File: config.mk
export PLATFORM = sky130hd
export DESIGN_NAME = door_controller
export DESIGN_NICKNAME = d
export VERILOG_FILES = /design/src/rtl/door_controller.sv
export SDC_FILE = /design/constraint.sdc
export NUM_CORES = 1
export LEC_CHECK = 0
export ABC_AREA = 1
export BUFFER_PORTS_ARGS = -buffer_cell sky130_fd_sc_hd__buf_2
export CAP_MARGIN = 20
export CORE_ASPECT_RATIO = 1.4
export CORE_MARGIN = 2
export CORE_UTILIZATION = 25
export CTS_BUF_LIST = sky130_fd_sc_hd__clkbuf_8
export CTS_CLUSTER_SIZE = 28
export DETAILED_ROUTE_END_ITERATION = 6
export PLACE_DENSITY = 0.39
export SYNTH_ARGS = -nofsm -noshare
export SYNTH_HDL_FRONTEND = slang
export SYNTH_SLANG_ARGS = --single-unit
File: constraint.sdc
create_clock -name clk -period 2 [get_ports clk]
set_clock_uncertainty 0.05 [all_clocks]
set_input_delay 0.1 -clock clk [delete_from_list [all_inputs] [get_ports clk]]
set_output_delay 0.1 -clock clk [all_outputs]
set_load 0.05 [all_outputs]
File: src/rtl/door_controller.sv
// Cabin-door sequencer: steps the door CLOSED->OPENING->OPEN->CLOSING on door_clk ticks,
// arbitrates sensors and buttons, and locks the door open after too many reversals.
module door_controller #(
   parameter int OPEN_TICKS = 3,
   parameter int MAX_REOPEN = 3
) (
   input  logic       clk,
   input  logic       button_reset,
   input  logic       door_clk,
   input  logic       arrive,
   input  logic       open_request,
   input  logic       close_request,
   input  logic       obstruction,
   input  logic       weight_limit_exceeded,
   output logic [1:0] door_state,
   output logic       door_open,
   output logic       move_handler,
   output logic       door_fault
);

   localparam int DW = (OPEN_TICKS > 0) ? $clog2(OPEN_TICKS + 1) : 1;
   localparam int RW = (MAX_REOPEN > 0) ? $clog2(MAX_REOPEN + 1) : 1;
   localparam logic [DW-1:0] LP_OPEN = DW'(OPEN_TICKS);
   localparam logic [RW-1:0] LP_RMAX = RW'(MAX_REOPEN);

   typedef enum logic [1:0] {
      ST_CLOSED  = 2'd0,
      ST_OPENING = 2'd1,
      ST_OPEN    = 2'd2,
      ST_CLOSING = 2'd3
   } state_t;

   state_t        r_state;
   logic          r_door_clk_q;
   logic [DW-1:0] r_dwell;
   logic [RW-1:0] r_reopen;
   logic          r_fault;
   logic          r_door_open;
   logic          r_move;

   state_t        w_state_nxt;
   logic [DW-1:0] w_dwell_nxt;
   logic [DW-1:0] w_dwell_eff;
   logic [RW-1:0] w_reopen_nxt;
   logic [RW-1:0] w_reopen_inc;
   logic          w_fault_nxt;
   logic          w_tick;
   logic          w_sensor;
   logic          w_reopen_ev;

   assign w_tick      = door_clk & ~r_door_clk_q;
   assign w_sensor    = obstruction | weight_limit_exceeded;
   assign w_reopen_ev = w_sensor | open_request;
   // Saturate so a stuck sensor can never wrap the reversal count back to zero.
   assign w_reopen_inc = (r_reopen == LP_RMAX) ? r_reopen : r_reopen + RW'(1);

   // Dwell value as seen after this cycle's button/tick events; open beats close.
   always_comb begin
      w_dwell_eff = r_dwell;
      if (open_request)
         w_dwell_eff = LP_OPEN;
      else if (close_request)
         w_dwell_eff = '0;
      else if (w_tick && (r_dwell != '0))
         w_dwell_eff = r_dwell - DW'(1);
   end

   always_comb begin
      w_state_nxt  = r_state;
      w_dwell_nxt  = r_dwell;
      w_reopen_nxt = r_reopen;
      w_fault_nxt  = r_fault;
      if (r_fault) begin
         w_state_nxt = ST_OPEN;
      end else begin
         case (r_state)
            ST_CLOSED: begin
               if (arrive || open_request)
                  w_state_nxt = ST_OPENING;
            end
            ST_OPENING: begin
               if (w_tick) begin
                  w_state_nxt = ST_OPEN;
                  w_dwell_nxt = LP_OPEN;
               end
            end
            ST_OPEN: begin
               w_dwell_nxt = w_dwell_eff;
               if ((w_dwell_eff == '0) && !w_sensor)
                  w_state_nxt = ST_CLOSING;
            end
            ST_CLOSING: begin
               if (w_reopen_ev) begin
                  w_reopen_nxt = w_reopen_inc;
                  if (w_reopen_inc == LP_RMAX) begin
                     w_fault_nxt = 1'b1;
                     w_state_nxt = ST_OPEN;
                  end else begin
                     w_state_nxt = ST_OPENING;
                  end
               end else if (w_tick) begin
                  w_state_nxt  = ST_CLOSED;
                  w_reopen_nxt = '0;
               end
            end
            default: w_state_nxt = ST_CLOSED;
         endcase
      end
   end

   always_ff @(posedge clk or negedge button_reset) begin
      if (!button_reset) begin
         r_state      <= ST_CLOSED;
         r_door_clk_q <= 1'b0;
         r_dwell      <= '0;
         r_reopen     <= '0;
         r_fault      <= 1'b0;
         r_door_open  <= 1'b0;
         r_move       <= 1'b0;
      end else begin
         r_state      <= w_state_nxt;
         r_door_clk_q <= door_clk;
         r_dwell      <= w_dwell_nxt;
         r_reopen     <= w_reopen_nxt;
         r_fault      <= w_fault_nxt;
         r_door_open  <= (w_state_nxt != ST_CLOSED);
         r_move       <= (w_state_nxt == ST_CLOSED) && !w_fault_nxt;
      end
   end

   assign door_state   = r_state;
   assign door_open    = r_door_open;
   assign move_handler = r_move;
   assign door_fault   = r_fault;

endmodule

Word level (Yosys, flattened, before mapping)
Cells that the tools add are included.
- add/sub/neg operators: 2
- equality and inequality tests: 6
- mux-type cells: 20
- bitwise operators: 5
- reductions and logical operators: 15
- operators by type and width (kind ; number):
    2-bit two-way mux ; 14
    2-bit equality test, second input constant ; 4
    2-bit case mux with 4 select lines ; 1
    2-bit nonzero test ; 4
    2-bit logical NOT ; 3
    3-bit AND reduction ; 2
    1-bit two-way mux ; 4
    2-bit case mux with 2 select lines ; 1
    1-bit logical AND ; 3
    2-bit by 1-bit adder with 2-bit output, second input constant ; 1
    2-bit by 1-bit equality test with 1-bit output, second input constant ; 1
    1-bit logical NOT ; 2
    2-bit inequality test, second input constant ; 1
    1-bit inverter ; 2
    1-bit bitwise OR ; 2
    2-bit by 1-bit subtractor with 2-bit output, second input constant ; 1
    1-bit bitwise AND ; 1
    1-bit logical OR ; 1
- register bits after elaboration: 10
- output and inout port bits: 5
- word-level logic and storage cells: 55

Logic depth before layout (Yosys ltp)
- depth in word-level cells: 13
- depth in mapped cells: 13

Worst setup path after synthesis
Ideal clock, no wire load.
- path kind: reg2reg
- from: register r_state[0], in the netlist door_state[0]
- to: register r_dwell[1]
- arrival time: 1570 ps
- data required time: 1836 ps
- setup slack: 267 ps
- stages on the path, launching flop included: 7
- cells stage by stage: dfrtp_1 -> inv_1 -> ha_1 -> o211ai_2 -> nor2_1 -> a32o_1 -> inv_1
- cells in the longest elaborated chain, start to end: 3
- elaborated cells between the ends (all ways): 6
- classes of those cells: 3 x eq/ne; 1 x mux; 2 x reduce/logical
- RTL lines (what ; RTL line ; source):
    start: declaration ; 33 ; state_t r_state;
    start signal: assignment ; 121 ; r_state <= w_state_nxt;
    2-bit by 1-bit equality test with 1-bit output / 2-bit equality test (equally long branches) ; 76 ; case (r_state)
    2-bit inequality test (no line) / 2-bit nonzero test (equally long branches) ; n/a ;
    3-bit AND reduction (no line) ; n/a ;
    end signal: assignment ; 123 ; r_dwell <= w_dwell_nxt;
    end: declaration ; 35 ; logic [DW-1:0] r_dwell;
Parallel ways exist; a longest one is shown, timed or not.
A chain may end at the register's enable or synchronous reset.

Worst setup path after layout
- from: register r_dwell[0]
- to: register r_move, in the netlist move_handler
- cells in the longest elaborated chain, start to end: 12
- elaborated cells between the ends (all ways): 13
- classes of those cells: 1 x add/sub; 6 x mux; 6 x reduce/logical
- RTL lines (what ; RTL line ; source):
    parallel branches: the longest is 2 deep, another holds 2-bit by 1-bit subtractor with 2-bit output ; n/a ;
    2-bit two-way mux (*) ; 64 ; else if (w_tick && (r_dwell != '0))
    2-bit two-way mux (*) ; 62 ; else if (close_request)
    2-bit two-way mux (*) ; 60 ; if (open_request)
    2-bit logical NOT (*) ; 89 ; if ((w_dwell_eff == '0) && !w_sensor)
    1-bit logical AND (*) ; 89 ;
    2-bit two-way mux (*) ; 89 ;
    2-bit case mux with 4 select lines (*) ; 76 ;
    2-bit two-way mux (*) ; 73 ; if (r_fault) begin
    2-bit logical NOT (*) ; 127 ; r_move <= (w_state_nxt == ST_CLOSED) && !w_fault_nxt;
    1-bit logical AND (*) ; 127 ;
    end signal: assignment ; 127 ;
    end: declaration ; 39 ; logic r_move;
Mark *: on every way between the ends.

==> implementation parameters <==
Parameter                              Value

GRT
  Overall track demand over capacity in global routing ... 10.8%
  Largest net degree at the start of global routing ... 11
  Global route overflow ... 0
  Wire length of the first global-routing pass ... 2330 um
  Antenna violations before repair ... 0
  Vias in the first global route ... 553

Layout
  Number of inserted filler cells in the final layout ... 313
  Number of nets at the end of the flow ... 111
  N_diodes ... 0
  Fraction of final layout cells with drive strength greater than 1 ... 38.1%
  Area growth syn-to-layout ... 27.0%
  Core utilization of the finished layout ... 32.8%

Power and ir drop
  Leakage power summed over all cells ... 0.424 nW
  Internal power contribution ... 391 uW
  Switching power ... 110 uW
  Post-layout total power ... 501 uW
  Logic gate share of total power ... 7.0%
  Max rail drop VDD ... 0.463 mV
  Share of total power in sequential cells ... 40.8%
  Switching share of power ... 21.9%
  Clk pwr share ... 52.2%
  Pwr Density ... 590 nW/um2

Synth
  Synthesized Nets ... 92
  Cell count after synthesis ... 79
  Yosys top cell by area ... sky130_fd_sc_hd__dfrtp_1
  Netlist Area Pre-Place ... 668 um2
  Most common flop cell mapped by yosys ... sky130_fd_sc_hd__dfrtp_1
  Most common library cells after synthesis ... sky130_fd_sc_hd__inv_1, sky130_fd_sc_hd__dfrtp_1, sky130_fd_sc_hd__nand2_1
  Syn. warnings ... 0
  Dominant cell by count in the synthesized netlist ... sky130_fd_sc_hd__inv_1
  Library cells used by synthesis ... 26
  Proportion of register bits with asynchronous set or reset after synthesis ... 100%
  Ranking of synthesized cells by area ... sky130_fd_sc_hd__dfrtp_1, sky130_fd_sc_hd__ha_1, sky130_fd_sc_hd__inv_1
  Avg Inst Size Synth ... 8.46 um2
  Number of synthesized register bits ... 10
  Share of synthesized area occupied by flip-flops and latches ... 37.5%
  Share of Yosys cell area claimed by the top area cell type ... 37.5%
  Number of enable-type register cells in the synthesized netlist ... 0

Placement
  I/O Buffers ... 12
  Dpl hpwl ... 1180 um
  Placer congestion estimate ... 0.739

Worst setup path
  Max FO, Critical Path ... 3
  Critical Path End Type ... flip-flop
  Critical Path Most Common Cell ... sky130_fd_sc_hd__nand2_1
  Critical Path Start Type ... flip-flop
  Cells along the critical path ... inv_1 -> ha_1 -> inv_2 -> nand3_1 -> nand2_1 -> nand3_1 -> nand2_1 -> o21ai_2 -> nand2_1 -> nand2_1 -> nand2_1 -> nand2_2 -> nor2_2
  Worst setup slack for register-to-register paths ... 0.43 ns
  Slowest cell on crit path ... sky130_fd_sc_hd__dfrtp_1
  Worst path required time ... 2.09 ns
  Type of the setup path with the least slack ... reg2reg
  CP peak stage delay ... 0.38 ns
  Data arrival, critical path ... 1.66 ns

Routing
  Vias per cell ... 4.28
  Wire length after detailed routing ... 1470 um
  Vias after detailed routing ... 569
  Antenna-violating nets left ... 0
  Iteration count of the initial detailed-routing pass ... 4
  Wire length per cell ... 11.1 um
  DRC violations left ... 0
  Initial drt markers ... 14

Min path
  Classification of the worst-slack hold path ... in2reg

Floorplanning
  Die boundary height ... 65.2 um
  Ports ... 13
  Die extent in x ... 47.7 um
  Core Area ... 2590 um2
  Effective utilization at floorplan ... 25.8%
  Die Outline Area ... 3110 um2
  Floorplan row count ... 22

Timing
  Pin slew with the least headroom to its limit ... 0.247 ns
  Final setup violation count ... 0
  Setup tns final ... 0 ns
  Fmax ... 636 MHz
  Final cycle utilization of the critical path ... 78.6%
  Final min period ... 1.57 ns
  Worst rel slew slack ... 83.6%
  Unrepaired setup endpoints after global routing ... no
  Slew Viols, Final ... 0
  Final hold violation count ... 0

Clock network
  Clock tree from TritonCTS ... yes
  Clock root buffer ... sky130_fd_sc_hd__clkbuf_8
  CTS clock-pin slew for the worst setup and hold paths ... 0.05 ns
  CTS H-tree depth ... 1
  Source-to-sink clock delay at the later pin of the worst-skew pair ... 0.24 ns
  Buffers from clock root to sink, at most ... 2
  TritonCTS Sinks ... 10
  TritonCTS buffer count ... 3

Run status
  Run status ... finished clean

Run
  Number of max-capacitance violations reported ... 0
==> power by group through the flow <==
| stage | Combinational, mW | Sequential (mW) | Clock, mW |
|---|---|---|---|
| finish | 0.0353 | 0.204 | 0.261 |
| global route | 0.0394 | 0.204 | 0.279 |
| CTS | 0.0362 | 0.204 | 0.267 |
| detailed placement | 0.0329 | 0.208 | 0 |
| global placement | 0.0329 | 0.207 | 0 |
| floorplan | 0.0171 | 0.207 | 0 |
==> registers in the layout, indices dropped and copies added, names as in the netlist <==
signal,cells
door_fault,1
door_open,1
door_state,2
move_handler,1
r_door_clk_q,1
r_dwell,2
r_reopen,2
==> cell families after synthesis <==
family / after synthesis / synth area share (%)
flip-flops: 10 / 37.5
AND/OR/NAND/NOR: 35 / 29.4
adder cells (fa/ha/maj): 5 / 9.36
AO/OA/AOI/OAI: 10 / 12.7
buffers and inverters: 19 / 11.1
==> stage by stage <==
stage / cells / setup slack [ns] / area [um2] / hold WS (ns)
6_report: 133 / 0.429 / 848 / 0.145
5_1_grt: 133 / 0.289 / 848 / 0.181
4_1_cts: 133 / 0.414 / 848 / 0.147
3_5_place_dp: 127 / 0.422 / 773 / -0.0694
3_3_place_gp: 127 / 0.444 / 773 / -0.0664
2_1_floorplan: 79 / 0.267 / 668 / -0.246
==> worst paths after layout <==
kind | startpoint | cells after the start | to
setup / recovery | r_dwell[0] | 13 | move_handler
min in group asynchronous | button_reset | 2 | r_door_clk_q
hold reg to reg | door_fault | 2 | door_state[1]
setup reg to reg | r_dwell[0] | 13 | move_handler
hold / removal | close_request | 4 | r_dwell[0]
max in group asynchronous | button_reset | 2 | r_dwell[0]
==> routing by layer <==
layer	vias up	GRT usage [%]	part of all wire (%)
met1	261	11.3	42
met4	0	5.07	2.4
met5	-	0	0
li1	291	-	-
met2	12	19.2	51
met3	5	2.47	4.3
==> worst max-delay path: cells and delay by family (launching register included) <==
kind,cells,cell delay (ns)
adder cells (fa/ha/maj),1,0.17
buffers and inverters,2,0.15
AO/OA/AOI/OAI,1,0.12
AND/OR/NAND/NOR,9,0.59
flip-flops,1,0.38
==> cell usage in the layout (no fill, tap or decap) <==
cell	synthesis	layout
sky130_fd_sc_hd__o21ai_2	2	2
sky130_fd_sc_hd__a22oi_1	1	1
sky130_fd_sc_hd__nor2_2	2	2
sky130_fd_sc_hd__nor2_1	6	6
sky130_fd_sc_hd__nand4_1	2	2
sky130_fd_sc_hd__nand2_1	9	9
sky130_fd_sc_hd__nor3_1	1	1
sky130_fd_sc_hd__ha_1	5	5
sky130_fd_sc_hd__a31oi_1	1	1
sky130_fd_sc_hd__a21oi_1	1	1
sky130_fd_sc_hd__nand2_2	4	4
sky130_fd_sc_hd__nand3b_1	1	1
sky130_fd_sc_hd__o211ai_2	1	1
sky130_fd_sc_hd__nand3_1	5	5
sky130_fd_sc_hd__nor3_2	1	1
sky130_fd_sc_hd__nor2_4	1	1
sky130_fd_sc_hd__dfrtp_1	10	10
sky130_fd_sc_hd__inv_2	5	5
sky130_fd_sc_hd__a32o_1	1	1
sky130_fd_sc_hd__inv_4	1	1
sky130_fd_sc_hd__clkbuf_8	0	4
sky130_fd_sc_hd__dlygate4sd3_1	0	2
sky130_fd_sc_hd__a211oi_2	1	1
sky130_fd_sc_hd__a32oi_1	1	1
sky130_fd_sc_hd__nand3_2	2	2
sky130_fd_sc_hd__nand2_4	1	1
sky130_fd_sc_hd__o21ai_1	1	1
sky130_fd_sc_hd__buf_2	0	12
sky130_fd_sc_hd__inv_1	13	13
==> what timing repair did <==
item                      4_1_cts  5_1_grt
hold buffers                    2        0
hold endpoints to repair       11        0
buffers inserted                0        0
gates resized for setup         0        0
==> final cells by class <==
| class | instances | area [um2] | area share [%] |
|---|---|---|---|
| multi-input cells | 50 | 344 | 40.6 |
| inverters | 19 | 73.8 | 8.70 |
| repair buffers | 14 | 80.1 | 9.44 |
| well taps | 36 | 45.0 | 5.31 |
| flip-flops and latches | 10 | 250 | 29.5 |
| clock buffers | 4 | 55.1 | 6.49 |
Note: power is estimated with default switching activity, not from simulation.
